$ cat config.mk
export PLATFORM = sky130hd
export DESIGN_NAME = bin_to_bcd_seq_flat
export DESIGN_NICKNAME = d
export VERILOG_FILES = /design/src/rtl/bcd_pkg.sv /design/src/rtl/bin_to_bcd_seq_if.sv /design/src/rtl/bcd_add3.sv /design/src/rtl/bin_to_bcd_seq.sv /design/src/flat_wrapper.sv
export SDC_FILE = /design/constraint.sdc
export NUM_CORES = 1
export LEC_CHECK = 0
export ABC_AREA = 0
export CAP_MARGIN = 15
export CORE_AREA = 2 2 83 85
export DETAILED_ROUTE_END_ITERATION = 7
export DIE_AREA = 0 0 85 87
export GPL_ROUTABILITY_DRIVEN = 1
export GPL_TIMING_DRIVEN = 0
export PLACE_DENSITY = 0.64
export SLEW_MARGIN = 0
export SYNTH_ARGS = -nofsm -noshare
export SYNTH_HDL_FRONTEND = slang
export SYNTH_HIERARCHICAL = 1
export SYNTH_SLANG_ARGS = --single-unit
$ cat constraint.sdc
create_clock -name clk -period 1.8 [get_ports clk]
set_clock_uncertainty 0.2 [all_clocks]
set_input_delay 0.36 -clock clk [delete_from_list [all_inputs] [get_ports clk]]
set_output_delay 0.36 -clock clk [all_outputs]
set_load 0.02 [all_outputs]
$ cat src/rtl/bcd_pkg.sv
// ---------------------------------------------------------------------------
// bcd_pkg
// Shared constants and types for the sequential binary-to-BCD converter.
//   W_BIN    : binary input width (10 bits, values 0..1023)
//   N_DIG    : number of BCD digits produced (4)
//   W_BCD    : width of the BCD scratch / digit bundle (16 bits)
//   CNT_W    : iteration counter width
//   CNT_LAST : counter value of the final (10th) iteration
//   state_e  : converter FSM states (IDLE, CONV)
// ---------------------------------------------------------------------------
package bcd_pkg;

    localparam int W_BIN = 10;
    localparam int N_DIG = 4;
    localparam int W_BCD = 16;
    localparam int CNT_W = 4;

    localparam logic [CNT_W-1:0] CNT_LAST = 4'd9;

    typedef enum logic {
        IDLE = 1'b0,
        CONV = 1'b1
    } state_e;

endpackage : bcd_pkg

$ cat src/rtl/bin_to_bcd_seq_if.sv
// ---------------------------------------------------------------------------
// bin_to_bcd_seq_if
// Handshake and result bundle of the binary-to-BCD converter.
//   start : conversion request (master -> slave)
//   bin   : 10-bit binary value, captured when start is accepted
//   busy  : conversion in progress (slave -> master)
//   done  : one-cycle pulse when new digits are valid
//   bcd_t / bcd_h / bcd_d / bcd_u : thousands, hundreds, tens, units digits
// The master modport is the requester (e.g. testbench or display control),
// the slave modport is the converter.
// ---------------------------------------------------------------------------
interface bin_to_bcd_seq_if;
    import bcd_pkg::*;

    logic             start;
    logic [W_BIN-1:0] bin;
    logic             busy;
    logic             done;
    logic [3:0]       bcd_t;
    logic [3:0]       bcd_h;
    logic [3:0]       bcd_d;
    logic [3:0]       bcd_u;

    modport master (
        output start,
        output bin,
        input  busy,
        input  done,
        input  bcd_t,
        input  bcd_h,
        input  bcd_d,
        input  bcd_u
    );

    modport slave (
        input  start,
        input  bin,
        output busy,
        output done,
        output bcd_t,
        output bcd_h,
        output bcd_d,
        output bcd_u
    );

endinterface : bin_to_bcd_seq_if

$ cat src/rtl/bcd_add3.sv
// ---------------------------------------------------------------------------
// bcd_add3
// Double-dabble correction cell: a BCD nibble of 5 or more gets 3 added so
// that the following left shift carries correctly into the next digit.
//   din  : 4-bit nibble before correction
//   dout : corrected nibble (din + 3 if din >= 5, else din)
// Inputs never exceed 9 during a conversion, so the result stays <= 12 and
// fits in 4 bits.
// ---------------------------------------------------------------------------
module bcd_add3 (
    input  logic [3:0] din,
    output logic [3:0] dout
);

    // Purely combinational correction; used once per digit per iteration.
    always_comb begin
        if (din >= 4'd5) begin
            dout = din + 4'd3;
        end else begin
            dout = din;
        end
    end

endmodule : bcd_add3

$ cat src/rtl/bin_to_bcd_seq.sv
// ---------------------------------------------------------------------------
// bin_to_bcd_seq
// Sequential double-dabble converter: 10-bit unsigned binary to four BCD
// digits, one shift/correct iteration per clock, 10 iterations per value.
// Ports:
//   clk   : rising-edge clock
//   rst_n : asynchronous active-low reset
//   bus   : bin_to_bcd_seq_if.slave (start/bin in, busy/done/digits out)
// Timing: start accepted at edge N -> busy after N .. N+10, digits update
// and done pulses after edge N+10. A held start gives one result every 11
// cycles. Digit outputs only change on completion (never partial values).
// Optional build macro:
//   BIN2BCD_RESTART_EN : start during CONV restarts the conversion with the
//                        newly presented bin; otherwise it is ignored.
// ---------------------------------------------------------------------------
module bin_to_bcd_seq
    import bcd_pkg::*;
(
    input  logic                clk,
    input  logic                rst_n,
    bin_to_bcd_seq_if.slave     bus
);

    state_e           state_q,   state_d;
    logic [W_BIN-1:0] shift_q,   shift_d;
    logic [W_BCD-1:0] scratch_q, scratch_d;
    logic [CNT_W-1:0] cnt_q,     cnt_d;
    logic             busy_q,    busy_d;
    logic             done_q,    done_d;
    logic [W_BCD-1:0] digits_q,  digits_d;

    logic [W_BCD-1:0]       scratch_adj;
    logic [W_BCD+W_BIN-1:0] shifted;
    logic                   restart_req;

    // Correct every scratch nibble before the shift; the thousands nibble
    // is included for uniformity even though it never reaches 5.
    for (genvar g = 0; g < N_DIG; g++) begin : g_add3
        bcd_add3 u_add3 (
            .din  (scratch_q[4*g +: 4]),
            .dout (scratch_adj[4*g +: 4])
        );
    end

    // One double-dabble step: the binary MSB moves into the scratch LSB.
    assign shifted = {scratch_adj, shift_q} << 1;

`ifdef BIN2BCD_RESTART_EN
    assign restart_req = bus.start;
`else
    assign restart_req = 1'b0;
`endif

    // Next-state logic: capture on start in IDLE, iterate in CONV, and
    // publish the finished scratch only on the last iteration so the
    // outputs never show a partially converted value.
    always_comb begin
        state_d   = state_q;
        shift_d   = shift_q;
        scratch_d = scratch_q;
        cnt_d     = cnt_q;
        busy_d    = busy_q;
        done_d    = 1'b0;
        digits_d  = digits_q;

        case (state_q)
            IDLE: begin
                if (bus.start) begin
                    shift_d   = bus.bin;
                    scratch_d = '0;
                    cnt_d     = '0;
                    busy_d    = 1'b1;
                    state_d   = CONV;
                end
            end

            CONV: begin
                if (restart_req) begin
                    shift_d   = bus.bin;
                    scratch_d = '0;
                    cnt_d     = '0;
                end else begin
                    shift_d   = shifted[W_BIN-1:0];
                    scratch_d = shifted[W_BCD+W_BIN-1:W_BIN];
                    if (cnt_q == CNT_LAST) begin
                        digits_d = shifted[W_BCD+W_BIN-1:W_BIN];
                        done_d   = 1'b1;
                        busy_d   = 1'b0;
                        cnt_d    = '0;
                        state_d  = IDLE;
                    end else begin
                        cnt_d = cnt_q + 1'b1;
                    end
                end
            end

            default: begin
                state_d = IDLE;
                busy_d  = 1'b0;
            end
        endcase
    end

    // State, datapath and registered outputs; reset clears the previous
    // result as well so a reset mid-conversion leaves all digits at zero.
    always_ff @(posedge clk or negedge rst_n) begin
        if (!rst_n) begin
            state_q   <= IDLE;
            shift_q   <= '0;
            scratch_q <= '0;
            cnt_q     <= '0;
            busy_q    <= 1'b0;
            done_q    <= 1'b0;
            digits_q  <= '0;
        end else begin
            state_q   <= state_d;
            shift_q   <= shift_d;
            scratch_q <= scratch_d;
            cnt_q     <= cnt_d;
            busy_q    <= busy_d;
            done_q    <= done_d;
            digits_q  <= digits_d;
        end
    end

    assign bus.busy  = busy_q;
    assign bus.done  = done_q;
    assign bus.bcd_t = digits_q[15:12];
    assign bus.bcd_h = digits_q[11:8];
    assign bus.bcd_d = digits_q[7:4];
    assign bus.bcd_u = digits_q[3:0];

endmodule : bin_to_bcd_seq

$ cat src/flat_wrapper.sv
// flat-port wrapper written by rule: the top's interface ports become plain ports
module bin_to_bcd_seq_flat import bcd_pkg::*;
  (clk, rst_n, bus_start, bus_bin, bus_busy, bus_done, bus_bcd_t, bus_bcd_h, bus_bcd_d, bus_bcd_u);
  bin_to_bcd_seq_if bus_i ();
  input  logic clk;
  input  logic rst_n;
  input wire logic [$bits(bus_i.start)-1:0] bus_start;
  input wire logic [$bits(bus_i.bin)-1:0] bus_bin;
  output wire logic [$bits(bus_i.busy)-1:0] bus_busy;
  output wire logic [$bits(bus_i.done)-1:0] bus_done;
  output wire logic [$bits(bus_i.bcd_t)-1:0] bus_bcd_t;
  output wire logic [$bits(bus_i.bcd_h)-1:0] bus_bcd_h;
  output wire logic [$bits(bus_i.bcd_d)-1:0] bus_bcd_d;
  output wire logic [$bits(bus_i.bcd_u)-1:0] bus_bcd_u;
  assign bus_i.start = bus_start;
  assign bus_i.bin = bus_bin;
  assign bus_busy = bus_i.busy;
  assign bus_done = bus_i.done;
  assign bus_bcd_t = bus_i.bcd_t;
  assign bus_bcd_h = bus_i.bcd_h;
  assign bus_bcd_d = bus_i.bcd_d;
  assign bus_bcd_u = bus_i.bcd_u;
  bin_to_bcd_seq u_core (.clk(clk), .rst_n(rst_n), .bus(bus_i));
endmodule
==> summary.txt, run 1 <==
Route
  • Antenna-violating nets left: 0
  • Drt first-iter violations: 78
  • Vias per std cell: 4.85
  • Drt wl/cell: 13.2 um
  • Vias post-DR: 1625
  • Post-route DRC violation count: 0
  • Drt first pass iters: 4
  • Routed wire length: 4410 um

Place
  • GPL Wtd Cong: 0.755
  • Number of port buffers: 29
  • Area after DPL: 0.00277 mm2
  • Post-DP HPWL: 2990 um
  • Post-Place Setup Slack: -0.0959 ns

Die
  • Die area: 0.00740 mm2
  • FP Rows: 30
  • Die Wd: 85 um
  • Core area: 0.00657 mm2
  • Initial core utilization: 0.361
  • Ports: 31
  • Chip height: 87 um

Logic synthesis
  • YS warnings: 6
  • Synth Net Count: 228
  • Mean post-synth cell area: 11.6 um2
  • Cell area after synthesis: 0.00237 mm2
  • Cells after synthesis: 205

Timing
  • Worst Slack Setup Final: 0.0479 ns
  • Ratio of final minimum period to clock period: 0.973
  • Setup_tns: 0 ns
  • Final Hold Vio Count: 0
  • Final setup viols: 0
  • Worst-Margin Slew: 0.392 ns
  • Relative slew slack: 0.739
  • Fmax: 571 MHz
  • Minimum clock period: 1.75 ns
  • Unrepaired setup endpoints after global routing: true
  • Fin. max-slew vios: 0

Clocking
  • Clock transition at path regs: 0.10 ns
  • CTS tree: done
  • Clock buffer depth: 2
  • H-tree depth: 2
  • Clock Latency Late Sink: 0.30 ns
  • Root buffer cell: clkbuf_8
  • Inserted Clock Buffers: 5
  • Clock sink count: 49

Cells and area
  • # diodes: 0
  • # fillers: 623
  • Multi-input logic area: 0.00111 mm2
  • Layout Nets: 277
  • Area Growth Syn to Fin: 30.0%
  • Post-layout instance area: 0.00308 mm2
  • Register Area: 0.00123 mm2
  • Layout cell share with drive strength beyond 1: 0.239

Run status
  • Outcome: completed

Setup path
  • Worst path max stage delay: 0.38 ns
  • Nature of the critical path endpoint: flop
  • Crit path from: u_core/cnt_q[1]
  • CP Class: reg -> reg
  • Crit start category: flop
  • RR Startpoint: u_core/cnt_q[1]
  • Slowest-stage cell, CP: dfrtp_1
  • Largest fanout on the critical path: 5
  • Crit path cell chain: inv_1 -> ha_2 -> and3b_2 -> nand2_4 -> clkbuf_16 -> mux2_4
  • Worst EP arrival: 1.75 ns
  • Worst path required time: 1.80 ns

GRT
  • Number of global-route vias before repair: 1599
  • Tot GR Track Use: 0.128
  • GRT overflow: 0
  • Pin count of the biggest net entering global routing: 35
  • Initial antenna violation count: 0
  • First-pass GRT wire length: 7540 um

Run
  • Max Cap Viol: 0

Power and ir drop
  • Pleak: 1.54 nW
  • Worst VDD drop: 0.781 mV
  • Final Total Pwr: 5.53 mW
  • Pwr/cell area: 1800 mW/mm2

Worst hold path
  • Hold Crit Start: bus_start
  • Hold crit path type: in -> reg
## cells in the final DEF (no fill, tap or decap), types with 3 or more instances in the layout
| cell | count |
|---|---|
| nand2b_1 | 7 |
| inv_1 | 11 |
| ha_1 | 6 |
| clkbuf_8 | 5 |
| buf_2 | 7 |
| a21oi_2 | 3 |
| mux2_2 | 5 |
| clkdlybuf4s50_1 | 10 |
| o21ai_1 | 3 |
| a21oi_1 | 3 |
| buf_4 | 9 |
| a22o_1 | 16 |
| nor2_1 | 7 |
| mux2_4 | 11 |
| dfrtp_1 | 47 |
| dlygate4sd2_1 | 17 |
| buf_12 | 3 |
| o21ai_0 | 14 |
| xnor2_1 | 4 |
| nand2_1 | 28 |
| mux2i_1 | 13 |
## state kept, by name (all words and copies together) (netlist names)
name              cells
u_core/digits_q      16
u_core/state_q        1
u_core/scratch_q     16
u_core/bus.done       1
u_core/shift_q       10
u_core/bus.busy       1
u_core/cnt_q          4
## power breakdown
part	internal [mW]	total (mW)	switching, mW
registers	1.57	1.96	0.382
logic	1.41	2.65	1.24
clock network	0.552	0.922	0.370
## worst max-delay path: cells and delay by family (launching register included)
family	cells	cell delay, ns
buf+inv	2	0.25
simple gates	2	0.36
fa+ha+maj	1	0.17
flops	1	0.38
mux	1	0.29
## stage by stage
stage	hold WS, ns	std cells	util
final	0.268	335	0.469
after CTS	0.264	327	0.448
after detailed placement	0.105	315	0.422
after global placement	0.267	314	0.420
after floorplan	-0.136	205	-
after global routing	0.306	335	0.469
## final timing paths
| kind | endpoint | slack (ns) | cells past startpoint |
|---|---|---|---|
| setup / recovery | u_core/digits_q[10] | 0.05 | 6 |
| hold / removal | u_core/shift_q[9] | 0.27 | 3 |
| setup reg to reg | u_core/digits_q[10] | 0.05 | 6 |
| hold reg to reg | u_core/shift_q[6] | 0.30 | 2 |
| max in group asynchronous | u_core/scratch_q[0] | 0.58 | 3 |
| min in group asynchronous | u_core/digits_q[8] | 0.30 | 2 |
## final cells by class
type                       instances  share of cell area
sequential                        49               0.399
multi-input combinational        136               0.360
timing repair buffer              42               0.133
tap                               80              0.0325
clock buffer                       5              0.0223
clock inverter                     3              0.0211
buffer                             8              0.0175
inverter                          12              0.0146
## routing by layer
metal | GRT usage | vias to the layer above | part of all wire
li1 | - | 800 | -
met1 | 0.166 | 790 | 0.47
met2 | 0.206 | 30 | 0.48
met3 | 0.0398 | 5 | 0.040
met4 | 0.0390 | 0 | 0.012
met5 | 0 | - | 0
## what timing repair did
item                       4_1_cts  5_1_grt
resized for setup               19       15
setup buffers                    3        7
pin swaps                        0        5
setup endpoints to repair       28       22
hold buffers                     1        0
cloned                           0        1
hold endpoints to repair        15        0
(Power assumes the default switching activity.)
==> run 2, diff against run 1 <==
--- a/config.mk
+++ b/config.mk
@@ -8,10 +8,10 @@
 export ABC_AREA = 0
 export CAP_MARGIN = 15
 export CORE_AREA = 2 2 83 85
+export CTS_BUF_LIST = sky130_fd_sc_hd__clkbuf_16
 export DETAILED_ROUTE_END_ITERATION = 7
 export DIE_AREA = 0 0 85 87
 export GPL_ROUTABILITY_DRIVEN = 1
-export GPL_TIMING_DRIVEN = 0
 export PLACE_DENSITY = 0.64
 export SLEW_MARGIN = 0
 export SYNTH_ARGS = -nofsm -noshare
==> constraint.sdc (replaced) <==
create_clock -name clk -period 1.6 [get_ports clk]
set_clock_uncertainty 0.2 [all_clocks]
set_input_delay 0.32 -clock clk [delete_from_list [all_inputs] [get_ports clk]]
set_output_delay 0.32 -clock clk [all_outputs]
set_load 0.02 [all_outputs]
==> summary.txt, run 2 (synthesized netlist as in run 1, its figures left out) <==
Run status
  • Outcome: finished with violations
  • Violated checks: setup timing

Die
  • FP Rows: 30 (unchanged)
  • Initial core utilization: 0.361 (unchanged)
  • Die area: 0.00740 mm2 (unchanged)
  • Die Wd: 85 um (unchanged)
  • Ports: 31 (unchanged)
  • Chip height: 87 um (unchanged)
  • Core area: 0.00657 mm2 (unchanged)

Clocking
  • Clock buffer depth: 2 (unchanged)
  • Root buffer cell: clkbuf_16
  • Inserted Clock Buffers: 5 (unchanged)
  • Clock sink count: 49 (unchanged)
  • Clock transition at path regs: 0.06 ns (-0.04 ns)
  • CTS tree: done
  • H-tree depth: 2 (unchanged)
  • Clock Latency Late Sink: 0.28 ns (-0.02 ns)

Setup path
  • Reg2reg path depth: 5 (-1)
  • Reg-to-Reg End: u_core/digits_q[2]
  • Nature of the critical path endpoint: flop
  • Crit path from: u_core/cnt_q[0]
  • Critical Path Sink: u_core/digits_q[2]
  • Crit start category: flop
  • Largest fanout on the critical path: 6 (+1)
  • Worst path required time: 1.57 ns (-0.23 ns)
  • Register-to-Register Setup Slack: -0.07 ns (-0.12 ns)
  • Worst EP arrival: 1.64 ns (-0.11 ns)
  • RR Startpoint: u_core/cnt_q[0]
  • CP Class: reg -> reg

Run
  • Max Cap Viol: 0 (unchanged)

GRT
  • First-pass GRT wire length: 8200 um (+8.8%)
  • Initial antenna violation count: 0 (unchanged)
  • Number of global-route vias before repair: 1786 (+12%)
  • GRT overflow: 0 (unchanged)
  • Pin count of the biggest net entering global routing: 20 (-43%)
  • Tot GR Track Use: 0.139 (+0.0110)

Cells and area
  • Commonest non-fill, non-tap cell in the layout: dfrtp_1
  • # diodes: 0 (unchanged)
  • Area Growth Syn to Fin: 43.5%
  • Most frequent cells in the layout: 49 x dfrtp_1, 34 x buf_4, 28 x nand2_1
  • Final core occ: 0.518 (+0.0488)
  • Layout Nets: 299 (+7.9%)
  • Largest registers: u_core/digits_q x16, u_core/scratch_q x16, u_core/shift_q x10
  • Layout cell share with drive strength beyond 1: 0.357 (+0.118)
  • Finished Layout Cells: 357 (+6.6%)

Route
  • Drt first pass iters: 4 (unchanged)
  • Drt wl/cell: 13.9 um (+5.5%)
  • Antenna-violating nets left: 0 (unchanged)
  • Vias post-DR: 1744 (+7.3%)
  • Drt first-iter violations: 54 (-31%)
  • Vias per std cell: 4.89 (+0.71%)
  • Routed wire length: 4960 um (+12%)
  • Post-route DRC violation count: 0 (unchanged)

Timing
  • Worst Slack Setup Final: -0.0731 ns (-0.121 ns)
  • Worst-Margin Slew: 0.419 ns (+0.0271 ns)
  • Final Hold Vio Count: 0 (unchanged)
  • Unrepaired setup endpoints after global routing: true
  • Final setup viols: 18 (+18)
  • Fin. max-slew vios: 0 (unchanged)
  • Minimum clock period: 1.67 ns (-0.0790 ns)
  • Ratio of final minimum period to clock period: 1.05 (+0.0723)
  • Relative slew slack: 0.721 (-0.0180)
  • Fmax: 598 MHz (+4.7%)
  • Setup_tns: -0.924 ns (-0.924 ns)

Power and ir drop
  • Final Total Pwr: 7.14 mW (+29%)
  • Internal power: 4.60 mW (+30%)
  • Sw frac: 0.356 (-0.00465)
  • Pleak: 1.68 nW (+9.2%)
  • Power share of the clock group: 0.164 (-0.003)
  • Worst VDD drop: 0.942 mV (+21%)
  • Comb pwr share: 0.529 (+0.049)
  • Register share of total power: 0.307 (-0.047)
  • Pwr/cell area: 2100 mW/mm2 (+17%)
  • Net Switching: 2.54 mW (+27%)

Worst hold path
  • Hold crit path type: reg -> reg

Place
  • Post-DP HPWL: 3380 um (+13%)
  • Number of port buffers: 30 (+3.4%)
  • Post-Place Setup Slack: -0.0982 ns (-0.00226 ns)
  • GPL Wtd Cong: 0.742 (-1.7%)
  • Placed insts: 344 (+9.2%)
## run 2: cell count changes in the layout (fill, tap and decap cells not counted), sizes merged
cell           delta
buf              +23
bufinv            -1
clkbuf            -2
clkdlybuf4s50     +1
dlygate4sd2       +1
dlymetal6s2s      -1
inv               +1
## run 2: power by group through the flow
stage	sequential, mW	combinational [mW]	clock [mW]
floorplan	2.37	1.79	0
global placement	2.15	3.25	0
detailed placement	2.17	3.32	0
CTS	2.17	3.53	1.20
global route	2.26	4.14	1.25
finish	2.19	3.78	1.17
## run 2: stage by stage
stage / hold slack [ns] / area (um2)
after floorplan: -0.176 / 2370
final: 0.289 / 3400
after CTS: 0.293 / 3320
after global routing: 0.321 / 3400
after global placement: 0.0841 / 3050
after detailed placement: 0.0804 / 3050
## run 2: worst min path at each step
stage / slack [ns] / end / depth (start not counted) / startpoint
floorplan: -0.18 / u_core/bus.busy / 0 / rst_n
detailed placement: 0.08 / u_core/scratch_q[7] / 1 / rst_n
global route: 0.32 / u_core/digits_q[13] / 1 / u_core/digits_q[13]
finish: 0.29 / u_core/shift_q[8] / 2 / u_core/shift_q[7]
global placement: 0.08 / u_core/scratch_q[7] / 1 / rst_n
CTS: 0.29 / u_core/shift_q[6] / 2 / u_core/shift_q[5]
## run 2: cell type report
class	count	area (um2)
repair buffers	72	652
clock buffers	5	125
flip-flops and latches	49	1230
clock inverters	3	37.5
well taps	80	100
inverters	12	45.0
fillers	581	3170
multi-input cells	136	1210
## run 2: metal layers
layer  share of wire  global-route usage
met3           0.031              0.0294
met1            0.44               0.173
met2            0.52               0.245
met5               0                   0
met4          0.0085              0.0390
## run 2: worst max-delay path, stage by stage (launching register included)
cell     delay (ns)
dfrtp_1        0.39
ha_2           0.19
and3b_2        0.22
nand2_4        0.12
buf_12         0.13
mux2_2         0.32
## run 2: repair_timing
action                                 CTS  global route
endpoints found under the hold margin   14             0
gates resized for setup                 38            19
hold buffers                             1             0
setup endpoints to repair               42            27
pin swaps                                8            17
buffers inserted                         2             2
